**src/rtl/uart_pkg.sv**
```systemverilog
// Shared UART definitions: state encoding, frame constants and baud arithmetic.
// Used by both uart_rx and uart_tx so the two ends agree on bit timing.
package uart_pkg;

  localparam int DATA_BITS = 8;
  localparam logic IDLE_LEVEL = 1'b1;

  typedef enum logic [2:0] {
    IDLE,
    START,
    DATA,
    PARITY,
    STOP,
    WAIT_HIGH
  } uart_state_t;

  function automatic int bit_period(input int clk_freq, input int baud);
    return clk_freq / baud;
  endfunction

endpackage

```
**src/rtl/uart_rx_if.sv**
```systemverilog
// Receiver-side bundle: serial line in, byte/status out toward host logic.
// master = receiver, slave = the line driver plus host consumer.
interface uart_rx_if;
  import uart_pkg::*;

  logic                 rx;
  logic [DATA_BITS-1:0] rx_data;
  logic                 rx_valid;
  logic                 rx_busy;
  logic                 frame_err;
  logic                 parity_err;

  modport master (
    input  rx,
    output rx_data,
    output rx_valid,
    output rx_busy,
    output frame_err,
    output parity_err
  );

  modport slave (
    output rx,
    input  rx_data,
    input  rx_valid,
    input  rx_busy,
    input  frame_err,
    input  parity_err
  );

endinterface

```
**src/rtl/uart_rx_sync.sv**
```systemverilog
// Two-flop synchroniser for the asynchronous rx pin; 2-cycle latency, no backpressure.
// Both flops reset to the idle line level so reset never looks like a start bit.
module uart_rx_sync
  import uart_pkg::*;
(
  input  logic clk,
  input  logic rst,
  input  logic d,
  output logic q
);

  logic meta;

  always_ff @(posedge clk) begin
    if (rst) begin
      meta <= IDLE_LEVEL;
      q    <= IDLE_LEVEL;
    end else begin
      meta <= d;
      q    <= meta;
    end
  end

endmodule

```
**src/rtl/uart_rx.sv**
```systemverilog
// 8N1 UART receiver, mid-bit sampling; rx_valid ~3+HALF_PERIOD+9*BIT_PERIOD clocks after start edge, no backpressure.
// Define UART_RX_PARITY_EN to expect an even-parity bit between data and stop.
module uart_rx
  import uart_pkg::*;
#(
  parameter int CLK_FREQ  = 50000000,
  parameter int BAUD_RATE = 9600
) (
  input  logic      clk,
  input  logic      rst,
  uart_rx_if.master bus
);

  // BIT_PERIOD must be at least 4 for the half-period start check to be meaningful.
  localparam int BIT_PERIOD  = bit_period(CLK_FREQ, BAUD_RATE);
  localparam int HALF_PERIOD = BIT_PERIOD / 2;
  localparam int CNT_W       = $clog2(BIT_PERIOD);

  localparam logic [CNT_W-1:0] CNT_LAST = CNT_W'(BIT_PERIOD - 1);
  localparam logic [CNT_W-1:0] CNT_HALF = CNT_W'(HALF_PERIOD - 1);
  localparam logic [2:0]       IDX_LAST = 3'(DATA_BITS - 1);

  logic rx_s;

  uart_rx_sync u_sync (
    .clk (clk),
    .rst (rst),
    .d   (bus.rx),
    .q   (rx_s)
  );

  uart_state_t          state,     state_nxt;
  logic [CNT_W-1:0]     cnt,       cnt_nxt;
  logic [2:0]           bit_idx,   bit_idx_nxt;
  logic [DATA_BITS-1:0] shift_reg, shift_nxt;
  logic [DATA_BITS-1:0] data_r,    data_nxt;
  logic                 valid_r,   valid_nxt;
  logic                 ferr_r,    ferr_nxt;
  logic                 busy_r,    busy_nxt;
`ifdef UART_RX_PARITY_EN
  logic                 par_r,     par_nxt;
  logic                 perr_r,    perr_nxt;
`endif

  always_ff @(posedge clk) begin
    if (rst) begin
      state     <= IDLE;
      cnt       <= '0;
      bit_idx   <= '0;
      shift_reg <= '0;
      data_r    <= '0;
      valid_r   <= 1'b0;
      ferr_r    <= 1'b0;
      busy_r    <= 1'b0;
`ifdef UART_RX_PARITY_EN
      par_r     <= 1'b0;
      perr_r    <= 1'b0;
`endif
    end else begin
      state     <= state_nxt;
      cnt       <= cnt_nxt;
      bit_idx   <= bit_idx_nxt;
      shift_reg <= shift_nxt;
      data_r    <= data_nxt;
      valid_r   <= valid_nxt;
      ferr_r    <= ferr_nxt;
      busy_r    <= busy_nxt;
`ifdef UART_RX_PARITY_EN
      par_r     <= par_nxt;
      perr_r    <= perr_nxt;
`endif
    end
  end

  always_comb begin
    state_nxt   = state;
    cnt_nxt     = (cnt == CNT_LAST) ? '0 : cnt + 1'b1;
    bit_idx_nxt = bit_idx;
    shift_nxt   = shift_reg;
    data_nxt    = data_r;
    valid_nxt   = 1'b0;
    ferr_nxt    = 1'b0;
`ifdef UART_RX_PARITY_EN
    par_nxt     = par_r;
    perr_nxt    = 1'b0;
`endif

    case (state)
      IDLE: begin
        cnt_nxt = '0;
        if (!rx_s) state_nxt = START;
      end
      START: begin
        // Re-check the line halfway into the start bit to reject glitches.
        if (cnt == CNT_HALF) begin
          cnt_nxt     = '0;
          bit_idx_nxt = '0;
          state_nxt   = rx_s ? IDLE : DATA;
        end
      end
      DATA: begin
        if (cnt == CNT_LAST) begin
          shift_nxt   = {rx_s, shift_reg[DATA_BITS-1:1]};
          bit_idx_nxt = bit_idx + 3'd1;
`ifdef UART_RX_PARITY_EN
          if (bit_idx == IDX_LAST) state_nxt = PARITY;
`else
          if (bit_idx == IDX_LAST) state_nxt = STOP;
`endif
        end
      end
`ifdef UART_RX_PARITY_EN
      PARITY: begin
        if (cnt == CNT_LAST) begin
          par_nxt   = rx_s;
          state_nxt = STOP;
        end
      end
`endif
      STOP: begin
        // Leaving mid-stop-bit lets a back-to-back start edge be caught.
        if (cnt == CNT_LAST) begin
          if (rx_s) begin
            data_nxt  = shift_reg;
            valid_nxt = 1'b1;
`ifdef UART_RX_PARITY_EN
            perr_nxt  = ^{shift_reg, par_r};
`endif
            state_nxt = IDLE;
          end else begin
            ferr_nxt  = 1'b1;
            state_nxt = WAIT_HIGH;
          end
        end
      end
      WAIT_HIGH: begin
        cnt_nxt = '0;
        if (rx_s) state_nxt = IDLE;
      end
      default: begin
        state_nxt = IDLE;
      end
    endcase

    busy_nxt = (state_nxt != IDLE);
  end

  assign bus.rx_data   = data_r;
  assign bus.rx_valid  = valid_r;
  assign bus.rx_busy   = busy_r;
  assign bus.frame_err = ferr_r;
`ifdef UART_RX_PARITY_EN
  assign bus.parity_err = perr_r;
`else
  assign bus.parity_err = 1'b0;
`endif

endmodule
```
**src/flat_wrapper.sv**
```systemverilog
// flat-port wrapper written by rule: the top's interface ports become plain ports
module uart_rx_flat import uart_pkg::*;
#(
  parameter int CLK_FREQ  = 50000000,
  parameter int BAUD_RATE = 9600
)
  (clk, rst, bus_rx, bus_rx_data, bus_rx_valid, bus_rx_busy, bus_frame_err, bus_parity_err);
  uart_rx_if bus_i ();
  input  logic clk;
  input  logic rst;
  input wire logic [$bits(bus_i.rx)-1:0] bus_rx;
  output wire logic [$bits(bus_i.rx_data)-1:0] bus_rx_data;
  output wire logic [$bits(bus_i.rx_valid)-1:0] bus_rx_valid;
  output wire logic [$bits(bus_i.rx_busy)-1:0] bus_rx_busy;
  output wire logic [$bits(bus_i.frame_err)-1:0] bus_frame_err;
  output wire logic [$bits(bus_i.parity_err)-1:0] bus_parity_err;
  assign bus_i.rx = bus_rx;
  assign bus_rx_data = bus_i.rx_data;
  assign bus_rx_valid = bus_i.rx_valid;
  assign bus_rx_busy = bus_i.rx_busy;
  assign bus_frame_err = bus_i.frame_err;
  assign bus_parity_err = bus_i.parity_err;
  uart_rx #(.CLK_FREQ(CLK_FREQ), .BAUD_RATE(BAUD_RATE)) u_core (.clk(clk), .rst(rst), .bus(bus_i));
endmodule
```
**config.mk**
```make
export PLATFORM = sky130hd
export DESIGN_NAME = uart_rx_flat
export DESIGN_NICKNAME = d
export VERILOG_FILES = /design/src/rtl/uart_pkg.sv /design/src/rtl/uart_rx_if.sv /design/src/rtl/uart_rx_sync.sv /design/src/rtl/uart_rx.sv /design/src/flat_wrapper.sv
export SDC_FILE = /design/constraint.sdc
export NUM_CORES = 1
export LEC_CHECK = 0
export BUFFER_PORTS_ARGS = -buffer_cell sky130_fd_sc_hd__buf_2
export CORE_UTILIZATION = 52
export CTS_BUF_LIST = sky130_fd_sc_hd__clkbuf_8
export CTS_CLUSTER_SIZE = 30
export DETAILED_ROUTE_END_ITERATION = 10
export MAX_ROUTING_LAYER = met4
export PLACE_DENSITY = 0.71
export SKIP_LAST_GASP = 1
export SYNTH_ARGS = -nofsm -noshare
export SYNTH_HDL_FRONTEND = slang
export SYNTH_SLANG_ARGS = --single-unit
export TNS_END_PERCENT = 10
```
**constraint.sdc**
```tcl
create_clock -name clk -period 2.3 [get_ports clk]
set_input_delay 0.23 -clock clk [delete_from_list [all_inputs] [get_ports clk]]
set_output_delay 0.23 -clock clk [all_outputs]
set_load 0.03 [all_outputs]
```
# After elaboration in Yosys (flattened, before gate mapping)
# Cells that the tools add are included.
[word_totals] regBits=40 inputBits=3 output_inout_bits=12 elab_cells=48
[classes] add_sub_neg=2 n_eq_ne=9 n_mux=17 n_bitwise=2 n_reduce_logical=8
[ops] cell="3-bit two-way mux" count=9
[ops] cell="13-bit two-way mux" count=2
[ops] cell="13-bit case mux with 2 select lines" count=1
[ops] cell="3-bit case mux with 5 select lines" count=1
[ops] cell="13-bit by 1-bit adder with 13-bit output (second input constant)" count=1
[ops] cell="13-bit by 12-bit equality test with 1-bit output (second input constant)" count=1
[ops] cell="13-bit equality test (second input constant)" count=1
[ops] cell="3-bit equality test (second input constant)" count=3
[ops] cell="3-bit case mux with 2 select lines" count=1
[ops] cell="3-bit AND reduction" count=2
[ops] cell="2-bit by 1-bit != test with 1-bit output (second input constant)" count=2
[ops] cell="3-bit by 1-bit adder with 3-bit output (second input constant)" count=1
[ops] cell="3-bit by 1-bit equality test with 1-bit output (second input constant)" count=1
[ops] cell="3-bit by 2-bit equality test with 1-bit output (second input constant)" count=1
[ops] cell="3-bit logical NOT" count=1
[ops] cell="3-bit nonzero test" count=1
[ops] cell="3-bit OR reduction" count=1
[ops] cell="1-bit two-way mux" count=2
[ops] cell="2-bit two-way mux" count=1
[ops] cell="1-bit inverter" count=2
[ops] cell="2-bit AND reduction" count=1
[ops] cell="2-bit nonzero test" count=1
[ops] cell="2-bit OR reduction" count=1

# Logic depth before layout (Yosys ltp)
[depth] depth_word=5 mapped_depth=7 ltp_nobuf=6

# Modules after synthesis
# From an unflattened synthesis, not the netlist that was laid out.
[hier_totals] hier_cells=199 hier_area_um2=1838.0
[modules_own_cells] mod="uart_rx" n_inst=1 cells_each=195 area_per_inst_um2=1785.5
[modules_own_cells] mod="uart_rx_sync" n_inst=1 cells_each=4 area_per_inst_um2=52.6

# Worst setup path before layout
# Ideal clock, no wire load.
[synth_timing] path_kind="register -> register" from="register u_core.cnt[4]" to="register u_core.cnt[7]" setup_ps=115 t_arrival_ps=1677 t_required_ps=2185 path_slack_ps=508 path_stages_with_launch=7 n_path_buf=1 synth_period_minus_slack_ps=1792 cell_sequence="dfxtp_1 -> or4b_4 -> nor4_4 -> a31oi_1 -> o31ai_4 -> buf_6 -> nor2_2"
[synth_between] elab_chain_len=4 elab_cells_between_ends=6 classes_between="1 x add/sub; 2 x eq/ne; 3 x mux"
[synth_lines] item="start: declaration" line="uart_rx.sv:33" source="logic [CNT_W-1:0] cnt, cnt_nxt;"
[synth_lines] item="start signal: assignment" line="uart_rx.sv:61" source="cnt <= cnt_nxt;"
[synth_lines] item="13-bit by 1-bit adder with 13-bit output / 13-bit equality test (equally long branches)" line="uart_rx.sv:77" source="cnt_nxt = (cnt == CNT_LAST) ? '0 : cnt + 1'b1;"
[synth_lines] item="13-bit two-way mux" line="uart_rx.sv:77"
[synth_lines] item="13-bit two-way mux" line="uart_rx.sv:95" source="if (cnt == CNT_HALF) begin"
[synth_lines] item="13-bit case mux with 2 select lines *" line="uart_rx.sv:88" source="case (state)"
# Every way passes the cells marked *; elsewhere a longest branch is shown, timed or not.
# A chain may end at the register's enable or synchronous reset.

# Worst setup path after layout
[layout_timing] from="register u_core.cnt[0]" to="register u_core.data_r[0], in the netlist u_core.bus.rx_data[0]"
[layout_between] elab_chain_len=2
[layout_lines] item="13-bit equality test" line="uart_rx.sv:122" source="if (cnt == CNT_LAST) begin"
[layout_lines] item="3-bit AND reduction (no line)"
[layout_lines] item="end signal: assignment" line="uart_rx.sv:64" source="data_r <= data_nxt;"
[layout_lines] item="end: declaration" line="uart_rx.sv:36" source="logic [DATA_BITS-1:0] data_r, data_nxt;"
# No other way between the ends.

==> impl_metrics.env <==
export IMPL_status="complete, no violations"
export IMPL_start_kind="flop"
export IMPL_period_minus_slack_ps=2050
export IMPL_critPathCaptureType="flop"
export IMPL_netlist_instances=191
export IMPL_synthesis_nets=197
export IMPL_dieArea_mm2=0.00359
export IMPL_antenna_cells=0
export IMPL_clock_fmax_ghz=0.488
export IMPL_num_vias=1330
export IMPL_finalSetupViolCount=0
export IMPL_grtUsageTotal_pct=21.3
export IMPL_cts_tree="done"
export IMPL_grt_pass1_vias=1244
export IMPL_grt_overflow_total=0
export IMPL_total_leakage_power_nw=0.759
export IMPL_path_class="reg2reg"
export IMPL_clk_latency_ps=290
export IMPL_initial_utilization_pct=55.7
export IMPL_largest_reg_flops=13
export IMPL_finalHoldViolCount=0
export IMPL_yosysSeqAreaShare_pct=45.9
export IMPL_die_w_um=59.9
export IMPL_coreArea_mm2=0.00313
export IMPL_cts_root_buffer="clkbuf_8"
export IMPL_clk_pin_slew_worst_paths_ps=70
export IMPL_ctsResizeCount=0
export IMPL_area_growth_syn_to_layout_pct=11.2
export IMPL_ys_ff_latch=40
export IMPL_cts_hold_buf=0
export IMPL_place_hpwl_mm=2.20
export IMPL_h_tree_depth=2
export IMPL_slew_violations=0
export IMPL_grt_start_max_net_pins=26
export IMPL_slew_headroom_pct=64.6
export IMPL_drive_above_1_share_pct=19.0
export IMPL_cp_slowest_cell="dfxtp_1"
export IMPL_place_inst=241
export IMPL_vdd_ir_drop_worst_mv=0.452
export IMPL_async_reset_ff_share_pct=0
export IMPL_slowest_delay_ps=390
export IMPL_ys_flop_type="dfxtp_1"
export IMPL_synth_edf_count=0
export IMPL_dr_pass1_iters=6
export IMPL_fin_setup_tns_ps=0
export IMPL_total_power_w=0.00127
export IMPL_worstHoldPathType="in2reg"
export IMPL_nets=210
export IMPL_io_buffers=13
export IMPL_cts_buffer_depth=2
export IMPL_crit_buf_inv=0
export IMPL_drc=0
export IMPL_grt_pass1_wl_mm=5.46
export IMPL_antenna_found_initial=0
export IMPL_critical_path_peak_fanout=8
export IMPL_fin_cells=249
export IMPL_yosys_warnings=0
export IMPL_first_iter_violations=103
export IMPL_num_rows=20
export IMPL_drv_cap=0
export IMPL_worstMarginPinSlew_ps=530
export IMPL_numCtsBuffers=5
export IMPL_worstPathRequired_ps=2470
export IMPL_rsz0062_at_grt="false"
export IMPL_via_per_inst=5.34
export IMPL_finalCritPeriodShare_pct=89.0
export IMPL_cts_sinks=40
export IMPL_wl_per_cell_um=12.8
export IMPL_avgSynthCellArea_um2=9.13
export IMPL_cp_cell_sequence="ha_1 -> nor3b_4 -> and4_1 -> nand3_1 -> mux2i_1 -> nor2_1"
export IMPL_finalWirelength_mm=3.18
export IMPL_clock_skew_ps=6.11
export IMPL_die_y_um=59.9
export IMPL_powerDensity_mw_per_mm2=658
export IMPL_final_util_pct=62.0
export IMPL_ys_types=37
export IMPL_ant_nets=0
export IMPL_io_pin_count=15
export IMPL_critPathArrivalTime_ps=2210
export IMPL_cp_top_family="simple AND/OR/NAND/NOR gates"
export IMPL_place_congestion=0.856
export IMPL_netlist_area_mm2=0.00174
export IMPL_cts_setup_buffers=0
[area by class of cell]
type                       instances  area (um2)
clock buffer                       5        68.8
clock inverter                     3        38.8
fill                             272        1190
inverter                           4        15.0
multi-input combinational        138         880
sequential                        40         801
tap                               44        55.1
timing repair buffer              15        80.1
[synth_stat cells (4+ instances only)]
master / number / area (um2)
a21oi_1: 12 / 60.1
clkbuf_1: 5 / 18.8
dfxtp_1: 40 / 801
inv_1: 4 / 15.0
mux2i_1: 8 / 80.1
nand2_1: 20 / 75.1
nand3_1: 11 / 55.1
nand4_1: 4 / 25.0
nor2_1: 21 / 78.8
nor2_2: 10 / 62.6
nor2b_1: 5 / 31.3
xnor2_1: 7 / 61.3
xor2_1: 4 / 35.0
[through the flow]
stage / instance area [um2] / hold WS [ps] / setup WS (ps)
after global placement: 1830 / 405 / 367
after CTS: 1940 / 124 / 233
final: 1940 / 128 / 252
after floorplan: 1740 / 307 / 508
after detailed placement: 1830 / 398 / 255
after global routing: 1940 / 134 / 10.2
[path summary, 6_finish.rpt]
check / to / cells past startpoint / start / slack [ps]
setup / recovery: u_core.bus.rx_data[0] / 6 / u_core.cnt[0] / 250
hold / removal: u_core.u_sync.meta / 2 / bus_rx / 130
setup reg to reg: u_core.bus.rx_data[0] / 6 / u_core.cnt[0] / 250
hold reg to reg: u_core.u_sync.q / 1 / u_core.u_sync.meta / 420
[routing by layer]
layer	wire length, um	global-route usage [%]
met5	0	-
met4	49	9.97
met3	100	5.19
met2	1450	31.4
met1	1570	27.2
[kinds of logic after synthesis]
logic type               Yosys count  share of synthesized area (%)
AND/OR/NAND/NOR                   93                           29.7
flip-flops                        40                           45.9
AO/OA/AOI/OAI                     22                           8.26
buffers and inverters             13                           3.59
XOR/XNOR                          11                           5.53
multiplexers                       8                           4.59
adder cells (fa/ha/maj)            3                           2.15
other                              1                          0.215
[layout by cell type, fill, tap and decap left out]
master     netlist  layout
nand3_1         11      11
nor4_1           1       1
or4b_4           1       1
nor2_1          21      21
nand2_1         20      20
a21oi_1         12      12
nor3_1           3       3
mux2i_1          8       8
nor2_2          10      10
nand2b_1         3       3
inv_1            4       5
clkbuf_8         0       5
nor2b_1          5       5
and4b_1          2       2
o31ai_4          1       1
a31oi_1          2       2
buf_2            2      13
and4_1           2       2
dfxtp_1         40      40
nand4_1          4       4
nor4_4           1       1
or2_2            2       2
o211ai_1         3       3
a221oi_1         1       1
conb_1           1       1
clkinv_2         0       1
ha_1             3       3
o21ai_0          1       1
o21ai_1          1       1
xor2_1           4       4
and3_1           3       3
xnor2_1          7       7
o31a_1           1       1
buf_4            1       2
bufinv_16        0       1
nand4_2          1       1
nor3b_1          2       2
nor3b_4          1       1
[power by group]
group | total, W | internal [W] | switching (W)
clock | 0.000545 | 0.000317 | 0.000228
sequential | 0.000700 | 0.000696 | 0.00000356
combinational | 0.0000294 | 0.00000846 | 0.0000209
total | 0.00127 | 0.00102 | 0.000253
(Power assumes the default switching activity.)
